<file path="src/rtl/vs_omp_sequencer.sv">
// OMP recovery-loop controller: sequences matrix load / inner products, batched max search and
// residual update, building the support set one atom per iteration until a stop condition.
module vs_omp_sequencer #(
  parameter int unsigned COLUMNS                    = 256,
  parameter int unsigned BATCH_SIZE                 = 64,
  parameter int unsigned K                          = 16,
  parameter logic [1:0]  CMD_COMPUTE_INNER_PRODUCTS = 2'd0,
  parameter logic [1:0]  CMD_LOAD_SENSING_MATRIX    = 2'd1
) (
  input  logic        clock,
  input  logic        reset,
  input  logic        start,
  input  logic        load_matrix,
  input  logic [31:0] threshold,
  output logic        done,
  output logic        busy,
  output logic [1:0]  stop_reason,
  output logic [7:0]  support_count,
  input  logic [7:0]  support_rd_addr,
  output logic [7:0]  support_rd_data,
  output logic [1:0]  smp_command,
  output logic        smp_start,
  input  logic        smp_done,
  output logic        mid_clear,
  output logic        mid_start,
  input  logic        mid_batch_done,
  input  logic [7:0]  mid_location,
  input  logic [31:0] mid_max_value,
  output logic        upd_start,
  output logic [7:0]  upd_atom,
  input  logic        upd_done
);

  localparam int unsigned MaxBatches = COLUMNS / BATCH_SIZE;
  localparam int unsigned BatchW     = (MaxBatches > 1) ? $clog2(MaxBatches) : 1;
  localparam logic [BatchW-1:0] LastBatch = BatchW'(MaxBatches - 1);
  localparam logic [7:0] KCount = 8'(K);

  typedef enum logic [3:0] {
    StIdle, StLoadStart, StLoadWait, StIpStart, StIpWait, StMaxStart, StMaxWait,
    StSelect, StUpdStart, StUpdWait, StFinish
  } state_e;

  state_e            state_q;
  logic [BatchW-1:0] batch_q;
  logic [7:0]        support_q [K];

  logic [31:0] abs_max;
  logic        below_thr;
  logic        is_dup;
  logic        accept;

  // Saturating abs so the most negative value still compares as a large magnitude.
  always_comb begin
    abs_max = mid_max_value;
    if (mid_max_value == 32'h8000_0000) begin
      abs_max = 32'h7FFF_FFFF;
    end else if (mid_max_value[31]) begin
      abs_max = ~mid_max_value + 32'd1;
    end
  end

  assign below_thr = (abs_max <= threshold);

  always_comb begin
    is_dup = 1'b0;
    for (int unsigned i = 0; i < K; i++) begin
      if ((8'(i) < support_count) && (support_q[i] == mid_location)) begin
        is_dup = 1'b1;
      end
    end
  end

  // Entries at or above support_count are stale from earlier runs and read back as zero.
  always_comb begin
    support_rd_data = '0;
    for (int unsigned i = 0; i < K; i++) begin
      if ((support_rd_addr == 8'(i)) && (8'(i) < support_count)) begin
        support_rd_data = support_q[i];
      end
    end
  end

  assign accept = (state_q == StSelect) && !below_thr && !is_dup;

  always_ff @(posedge clock) begin
    if (accept) begin
      for (int unsigned i = 0; i < K; i++) begin
        if (support_count == 8'(i)) begin
          support_q[i] <= mid_location;
        end
      end
    end
  end

  always_ff @(posedge clock or posedge reset) begin
    if (reset) begin
      state_q       <= StIdle;
      batch_q       <= '0;
      done          <= 1'b0;
      busy          <= 1'b0;
      stop_reason   <= 2'd0;
      support_count <= 8'd0;
      smp_command   <= CMD_COMPUTE_INNER_PRODUCTS;
      smp_start     <= 1'b0;
      mid_clear     <= 1'b0;
      mid_start     <= 1'b0;
      upd_start     <= 1'b0;
      upd_atom      <= 8'd0;
    end else begin
      done      <= 1'b0;
      smp_start <= 1'b0;
      mid_clear <= 1'b0;
      mid_start <= 1'b0;
      upd_start <= 1'b0;
      // Pulses are registered on entry, so each is high exactly during its *Start state.
      unique case (state_q)
        StIdle: begin
          if (start) begin
            busy          <= 1'b1;
            support_count <= 8'd0;
            smp_start     <= 1'b1;
            if (load_matrix) begin
              state_q     <= StLoadStart;
              smp_command <= CMD_LOAD_SENSING_MATRIX;
            end else begin
              state_q     <= StIpStart;
              smp_command <= CMD_COMPUTE_INNER_PRODUCTS;
              mid_clear   <= 1'b1;
              batch_q     <= '0;
            end
          end
        end
        StLoadStart: state_q <= StLoadWait;
        StLoadWait: begin
          if (smp_done) begin
            state_q     <= StIpStart;
            smp_command <= CMD_COMPUTE_INNER_PRODUCTS;
            smp_start   <= 1'b1;
            mid_clear   <= 1'b1;
            batch_q     <= '0;
          end
        end
        StIpStart: state_q <= StIpWait;
        StIpWait: begin
          if (smp_done) begin
            state_q   <= StMaxStart;
            mid_start <= 1'b1;
          end
        end
        StMaxStart: state_q <= StMaxWait;
        StMaxWait: begin
          if (mid_batch_done) begin
            if (batch_q == LastBatch) begin
              state_q <= StSelect;
            end else begin
              batch_q   <= batch_q + 1'b1;
              state_q   <= StMaxStart;
              mid_start <= 1'b1;
            end
          end
        end
        StSelect: begin
          if (below_thr) begin
            stop_reason <= 2'd1;
            state_q     <= StFinish;
            done        <= 1'b1;
          end else if (is_dup) begin
            stop_reason <= 2'd2;
            state_q     <= StFinish;
            done        <= 1'b1;
          end else begin
            support_count <= support_count + 8'd1;
            upd_atom      <= mid_location;
            upd_start     <= 1'b1;
            state_q       <= StUpdStart;
          end
        end
        StUpdStart: state_q <= StUpdWait;
        StUpdWait: begin
          if (upd_done) begin
            if (support_count == KCount) begin
              stop_reason <= 2'd0;
              state_q     <= StFinish;
              done        <= 1'b1;
            end else begin
              state_q     <= StIpStart;
              smp_command <= CMD_COMPUTE_INNER_PRODUCTS;
              smp_start   <= 1'b1;
              mid_clear   <= 1'b1;
              batch_q     <= '0;
            end
          end
        end
        StFinish: begin
          state_q <= StIdle;
          busy    <= 1'b0;
        end
        default: begin
          state_q <= StIdle;
          busy    <= 1'b0;
        end
      endcase
    end
  end

endmodule
</file>
<file path="config.mk">
export PLATFORM = sky130hd
export DESIGN_NAME = vs_omp_sequencer
export DESIGN_NICKNAME = d
export VERILOG_FILES = /design/src/rtl/vs_omp_sequencer.sv
export SDC_FILE = /design/constraint.sdc
export NUM_CORES = 1
export LEC_CHECK = 0
export ABC_AREA = 1
export CORE_MARGIN = 4
export CORE_UTILIZATION = 58
export DETAILED_ROUTE_END_ITERATION = 10
export GPL_TIMING_DRIVEN = 0
export PLACE_DENSITY = 0.81
export SKIP_CTS_REPAIR_TIMING = 1
export SLEW_MARGIN = 0
export SYNTH_ARGS = -nofsm -noshare
export SYNTH_HDL_FRONTEND = slang
export SYNTH_SLANG_ARGS = --single-unit
</file>
<file path="constraint.sdc">
create_clock -name clock -period 6.9 [get_ports clock]
set_clock_uncertainty 0.05 [all_clocks]
set_input_delay 1.725 -clock clock [delete_from_list [all_inputs] [get_ports clock]]
set_output_delay 1.725 -clock clock [all_outputs]
set_load 0.01 [all_outputs]
</file>
==> results.md, run 1 <==
| Metric | This run | Unit |
|:---|:---|:---|
| Post-synthesis instance area | 10500 | sq um |
| Count of boundary I/O pins | 121 | - |
| Number of nets produced by synthesis | 1435 | - |
| Global-route total usage across every layer | 32.0 | % |
| Die Height | 143 | um |
| Overall die width | 143 | um |
| GRT overflow | 0 | - |
| Area Overhead vs Synth | 19.7 | % |
| Maximum cell stage delay along the critical path | 0.66 | ns |
| Cell type group with the largest total delay on the critical path | simple AND/OR/NAND/NOR gates | - |
| Total of max-cap violations | 0 | - |
| Post-synth top flop | edfxtp_1 | - |
| First-pass GRT wire length | 49500 | um |
| Share of synthesized area occupied by flip-flops and latches | 43.8 | % |
| Net count reported at finish | 1573 | - |
| Average instance area after synthesis | 8.04 | sq um |
| Clock-pin transition on the worst setup and hold timing paths | 0.06 | ns |
| Number of rows in the core area | 49 | - |
| CTS sink count | 159 | - |
| Starting Density | 58.9 | % |
| CTS H-tree depth | 4 | - |
| Top library cells by usage in the layout, fill and taps aside | 308 x nand2_1, 166 x inv_1, 140 x nor2_1 | - |
| Peak fanout along the critical path | 8 | - |
| Count of antenna diodes in the layout | 0 | - |
| Clock buffer depth | 2 | - |
| Cts bufs inserted | 17 | - |
| Fillers | 1412 | - |
| Die Outline Area | 20400 | sq um |
| Post-synthesis sequential element count | 159 | - |
| Mean number of vias per cell | 5.85 | - |
| Count of warnings emitted by yosys | 0 | - |
| Share of post-route cells with drive strength above 1 | 7.39 | % |
| Fraction of the cycle the final worst path needs | 96.4 | % |
| Hold Fails Final Rpt | 0 | - |
| Worst path bufs/invs | 5 | - |
| Lkg Pwr | 0.00541 | uW |
| Setup TNS | 0 | ns |
| Clk_lat worst skew | 0.43 | ns |
| Total via count after detailed routing | 9888 | - |
| CTS Root Cell | clkbuf_16 | - |
| Type of the worst min-delay path | flip-flop to flip-flop | - |
| Max Transition Viols Final | 0 | - |
| Core area | 17900 | sq um |
| Initial antenna violation count | 0 | - |
| CP Launch Type | primary input | - |
| Highest Clock Rate | 0.150 | GHz |
| Slowest CP cell | nor2_1 | - |
| GP Congestion | 0.993 | - |
| Average wire per cell in the routed design | 19.4 | um |
| Worst ir drop on vdd | 0.000175 | V |
| Worst EP arrival | 6.66 | ns |
| Antenna-violating nets left | 0 | - |
| Mapped Cells | 1311 | - |
| Residual DRC count | 0 | - |
| Most common cell after layout, fill and taps aside | nand2_1 | - |
| Post-synthesis cell type count | 45 | - |
| Status | completed | - |
| WP data required | 6.91 | ns |
| Port bufs | 118 | - |
| Worst Tran Pin Value | 1.13 | ns |
| Number of global-route vias before repair | 9383 | - |
| Async S/R FF share, synth | 19.5 | % |
| Critical setup path kind | primary input to flip-flop | - |
| Iter 0 DRT Violations | 1345 | - |
| Max transition margin | 24.2 | % |
| Endpoint class of the critical path | flip-flop | - |
| Shortest clock period the worst path allows after layout | 6.65 | ns |
| Power density over the cells | 208 | nW/um^2 |
| Total routed wirelength | 32800 | um |
| Most frequent cell on the critical path | nand2_1 | - |
| Sum of net half-perimeters after detailed placement | 24200 | um |
| First-pass detailed-route iteration total | 5 | - |
| Pin count of the biggest net entering global routing | 32 | - |
| Setup repair after global routing missed its margin | true | - |
| Final total power | 2620 | uW |
| CTS tree | yes | - |
| Setup violation total in the final timing report | 0 | - |
| Number of enable flip-flop cells after synthesis | 128 | - |
[Yosys cell counts (all sizes together) (2+ instances only)]
master / count / area [sq um]
clkbuf: 5 / 18.8
inv: 167 / 627
clkinv: 2 / 7.51
nand2: 315 / 1210
o22ai: 2 / 12.5
a21oi: 34 / 170
nand4: 49 / 307
nand3: 107 / 536
nor2: 156 / 603
nor3: 38 / 195
nand3b: 7 / 52.6
edfxtp: 128 / 3840
dfrtp: 31 / 776
xor2: 69 / 604
xnor2: 43 / 377
o211ai: 3 / 22.5
o21bai: 2 / 15.0
buf: 25 / 163
o21ai: 41 / 205
or2: 24 / 150
ha: 37 / 463
nor3b: 3 / 27.5
nor4: 12 / 75.1
[final timing paths]
check,depth (start not counted),end,slack [ns],from
setup / recovery,26,support_q[1][11],0.25,mid_max_value[0]
hold / removal,2,upd_atom[3],0.44,upd_atom[3]
setup reg to reg,12,support_q[1][11],3.16,support_count[0]
hold reg to reg,2,upd_atom[3],0.44,upd_atom[3]
max in group asynchronous,3,support_count[4],4.66,reset
min in group asynchronous,2,mid_start,1.63,reset
[per-stage QoR]
| stage | area (sq um) | setup WS [ns] | cells | hold slack [ns] | utilization, % |
|---|---|---|---|---|---|
| floorplan | 10500 | 1.41 | 1311 | 0.407 | - |
| CTS | 12600 | 0.0835 | 1690 | 0.443 | 70.1 |
| global route | 12600 | -0.102 | 1691 | 0.468 | 70.5 |
| finish | 12600 | 0.249 | 1691 | 0.439 | 70.5 |
| global placement | 12000 | -0.208 | 1658 | 0.419 | 67.1 |
| detailed placement | 12000 | -0.339 | 1658 | 0.427 | 67.1 |
[cell type report]
| cell class | count | area (sq um) | share of cell area, % |
|---|---|---|---|
| tap | 229 | 287 | 2.27 |
| inverter | 169 | 634 | 5.03 |
| multi-input combinational | 953 | 5150 | 40.8 |
| clock inverter | 15 | 113 | 0.892 |
| clock buffer | 17 | 425 | 3.37 |
| timing repair buffer | 119 | 1210 | 9.57 |
| buffer | 30 | 183 | 1.45 |
| sequential | 159 | 4620 | 36.6 |
[power breakdown]
group          internal [uW]  switching [uW]
Combinational            257             361
Sequential              1100            38.8
Clock                    464             407
[sequential cells by signal, summed over array words and instances (netlist names)]
name	cells
support_q	128
support_count	8
upd_atom	8
state_q	4
batch_q	2
stop_reason	2
busy	1
done	1
mid_clear	1
mid_start	1
smp_command	1
smp_start	1
upd_start	1
[kinds of logic (layout without fill, tap and decap cells)]
group | after synthesis | in the layout | synth area share [%]
adder cells (fa/ha/maj) | 37 | 37 | 4.39
XOR/XNOR | 112 | 112 | 9.30
AND/OR/NAND/NOR | 712 | 712 | 30.0
buffers and inverters | 199 | 350 | 7.74
flip-flops | 159 | 159 | 43.8
other | 1 | 1 | 0.0356
AO/OA/AOI/OAI | 91 | 91 | 4.71
[layer usage]
layer | routed length, um | vias up | share of wire [%] | track usage (%)
met3 | 3520 | 116 | 11 | 6.40
li1 | - | 4607 | - | -
met4 | 1310 | 0 | 4.0 | 12.7
met2 | 15500 | 609 | 47 | 52.6
met5 | 0 | - | 0 | 0
met1 | 12500 | 4556 | 38 | 42.0
[tightest hold or removal path: stages, from the launching register on]
cell and delay [ns]:
dfrtp_1 0.34, nand2_1 0.05, o21ai_1 0.06
Note: power is estimated with default switching activity, not from simulation.
==> run 2: changes to the inputs <==
--- a/config.mk
+++ b/config.mk
@@ -6,6 +6,7 @@
 export NUM_CORES = 1
 export LEC_CHECK = 0
 export ABC_AREA = 1
+export CAP_MARGIN = 5
 export CORE_MARGIN = 4
 export CORE_UTILIZATION = 58
 export DETAILED_ROUTE_END_ITERATION = 10
@@ -16,3 +17,4 @@
 export SYNTH_ARGS = -nofsm -noshare
 export SYNTH_HDL_FRONTEND = slang
 export SYNTH_SLANG_ARGS = --single-unit
+export TNS_END_PERCENT = 5
==> results.md, run 2 (synthesis results as in run 1) <==
| Metric | This run | Unit | Change |
|:---|:---|:---|:---|
| Final total power | 2620 | uW | about the same |
| Setup repair after global routing missed its margin | true | - | unchanged |
| Max transition margin | 21.9 | % | was 24.2% |
| GP Congestion | 0.993 | - | unchanged |
| Minimum setup slack in the final design | 0.158 | ns | was 0.249 ns |
| Endpoint class of the critical path | primary output | - | was flip-flop |
| Worst-case hold path end point | upd_atom[3] | - | unchanged |
| Setup TNS | 0 | ns | unchanged |
| Hold Fails Final Rpt | 0 | - | unchanged |
| Pin count of the biggest net entering global routing | 32 | - | unchanged |
| Share of post-route cells with drive strength above 1 | 7.32 | % | was 7.39% |
| Clock network fraction of design power | 33.1 | % | was 33.2% |
| Worst EP arrival | 4.97 | ns | was 6.66 ns |
| Port bufs | 118 | - | unchanged |
| Critical setup path kind | primary input to primary output | - | was primary input to flip-flop |
| Cell depth of the worst hold path | 2 | - | unchanged |
| Count of boundary I/O pins | 121 | - | unchanged |
| Final worst hold slack | 0.439 | ns | about the same |
| Global-route total usage across every layer | 32.0 | % | unchanged |
| Type of the worst min-delay path | flip-flop to flip-flop | - | unchanged |
| Highest Clock Rate | 0.148 | GHz | was 0.150 GHz |
| Initial antenna violation count | 0 | - | unchanged |
| Psw | 806 | uW | was 807 uW |
| Overall die width | 143 | um | unchanged |
| Worst reg2reg startpoint | support_count[0] | - | unchanged |
| CTS sink count | 159 | - | unchanged |
| Power density over the cells | 208 | nW/um^2 | about the same |
| Area Overhead vs Synth | 19.7 | % | about the same |
| Average wire per cell in the routed design | 19.4 | um | about the same |
| First-pass GRT wire length | 49500 | um | unchanged |
| Cts bufs inserted | 17 | - | unchanged |
| Die Height | 143 | um | unchanged |
| Core area | 17900 | sq um | unchanged |
| Die Outline Area | 20400 | sq um | unchanged |
| Total of max-cap violations | 0 | - | unchanged |
| GRT overflow | 0 | - | unchanged |
| Clk_lat worst skew | 0.44 | ns | was 0.43 ns |
| First-pass detailed-route iteration total | 8 | - | was 5 |
| Worst ir drop on vdd | 0.000176 | V | was 0.000175 V |
| Worst Tran Pin Value | 1.17 | ns | was 1.13 ns |
| Sum of net half-perimeters after detailed placement | 24200 | um | unchanged |
| Worst Reg2Reg Path Length in Cells | 12 | - | unchanged |
| Reg2reg end | support_q[1][11] | - | unchanged |
| Peak fanout along the critical path | 10 | - | was 8 |
| Antenna-violating nets left | 0 | - | unchanged |
| Shortest clock period the worst path allows after layout | 6.74 | ns | was 6.65 ns |
| Setup violation total in the final timing report | 0 | - | unchanged |
| Top library cells by usage in the layout, fill and taps aside | 308 x nand2_1, 166 x inv_1, 140 x nor2_1 | - | unchanged |
| CP Launch Type | primary input | - | unchanged |
| Residual DRC count | 0 | - | unchanged |
| Part of the total power dissipated in sequential elements | 43.3 | % | about the same |
| Iter 0 DRT Violations | 1362 | - | was 1345 |
| Clock-pin transition on the worst setup and hold timing paths | 0.06 | ns | about the same |
| Net switching share of the total power | 30.7 | % | about the same |
| Status | completed | - | unchanged |
| CTS tree | yes | - | unchanged |
| Number of rows in the core area | 49 | - | unchanged |
| Register with the highest flop count | support_q | - | unchanged |
| Lkg Pwr | 0.00541 | uW | about the same |
| Number of global-route vias before repair | 9383 | - | unchanged |
| Fraction of the cycle the final worst path needs | 97.7 | % | was 96.4% |
| CTS Root Cell | clkbuf_16 | - | unchanged |
| Post-place setup slack | -0.339 | ns | unchanged |
| Clock buffer depth | 2 | - | unchanged |
| Total routed wirelength | 32800 | um | about the same |
| Starting Density | 58.9 | % | unchanged |
| Largest register FFs | 128 | - | unchanged |
| Setup slack of the most critical reg-to-reg path | 3.09 | ns | was 3.16 ns |
| Mean number of vias per cell | 5.86 | - | was 5.85 |
| HP Start | upd_atom[3] | - | unchanged |
| Total via count after detailed routing | 9909 | - | was 9888 |
| WP data required | 5.12 | ns | was 6.91 ns |
| Count of antenna diodes in the layout | 0 | - | unchanged |
| Largest registers in the final layout | support_q: 128 flops, support_count: 8 flops, upd_atom: 8 flops | - | unchanged |
| Pint | 1820 | uW | about the same |
| Max Transition Viols Final | 0 | - | unchanged |
| Logic gate share of total power | 23.6 | % | was 23.5% |
| CTS H-tree depth | 4 | - | unchanged |
| Net count reported at finish | 1573 | - | unchanged |
| Most common cell after layout, fill and taps aside | nand2_1 | - | unchanged |
run 2: worst max-delay path by stage:
stage	startpoint	endpoint	slack [ns]
detailed placement	mid_max_value[0]	support_q[0][29]	-0.34
global route	mid_max_value[0]	support_q[1][41]	-0.10
CTS	mid_max_value[0]	support_q[0][30]	0.08
global placement	mid_max_value[0]	support_q[0][30]	-0.21
floorplan	mid_max_value[1]	support_q[0][10]	1.41
finish	support_rd_addr[6]	support_rd_data[5]	0.16
run 2: final cells by class:
| class | count | area (sq um) |
|---|---|---|
| Multi-Input combinational cell | 953 | 5150 |
| Tap cell | 229 | 287 |
| Inverter | 169 | 634 |
| Buffer | 30 | 181 |
| Timing Repair Buffer | 119 | 1210 |
| Clock buffer | 17 | 425 |
| Fill cell | 1413 | 5280 |
| Sequential cell | 159 | 4620 |
| Clock inverter | 15 | 113 |
run 2: metal layers:
layer  vias to the layer above  wire length [um]  track usage [%]
li1                       4600                 -                -
met1                      4591             12300             42.0
met2                       621             15500             52.6
met3                        97              3780             6.40
met4                         0              1250             12.7
met5                         -                 0                0
run 2: power groups by stage:
| stage | Sequential [uW] | Clock [uW] | Combinational, uW |
|---|---|---|---|
| 2_1_floorplan | 1170 | 0 | 327 |
| 3_3_place_gp | 1150 | 0 | 590 |
| 3_5_place_dp | 1160 | 0 | 606 |
| 4_1_cts | 1140 | 867 | 609 |
| 5_1_grt | 1140 | 914 | 682 |
| 6_report | 1140 | 868 | 618 |
run 2: worst max-delay path, cell delays in order:
cell	delay (ns)
clkdlybuf4s50_1	0.49
nor2_1	0.05
nand2_1	0.09
clkbuf_1	0.40
nor2_1	0.27
nand3_1	0.16
nand2_1	0.08
nor2_1	0.20
nand3_1	0.10
nand2_1	0.13
nand4_1	0.09
nor2_1	0.31
nand4_1	0.14
nor2_1	0.16
nand3_1	0.09
clkdlybuf4s50_1	0.49
run 2: through the flow:
| step | cells | cell area (sq um) | utilization [%] |
|---|---|---|---|
| after floorplan | 1311 | 10500 | - |
| after global placement | 1658 | 12000 | 67.1 |
| after detailed placement | 1658 | 12000 | 67.1 |
| after CTS | 1690 | 12600 | 70.1 |
| after global routing | 1691 | 12600 | 70.5 |
| final | 1691 | 12600 | 70.5 |
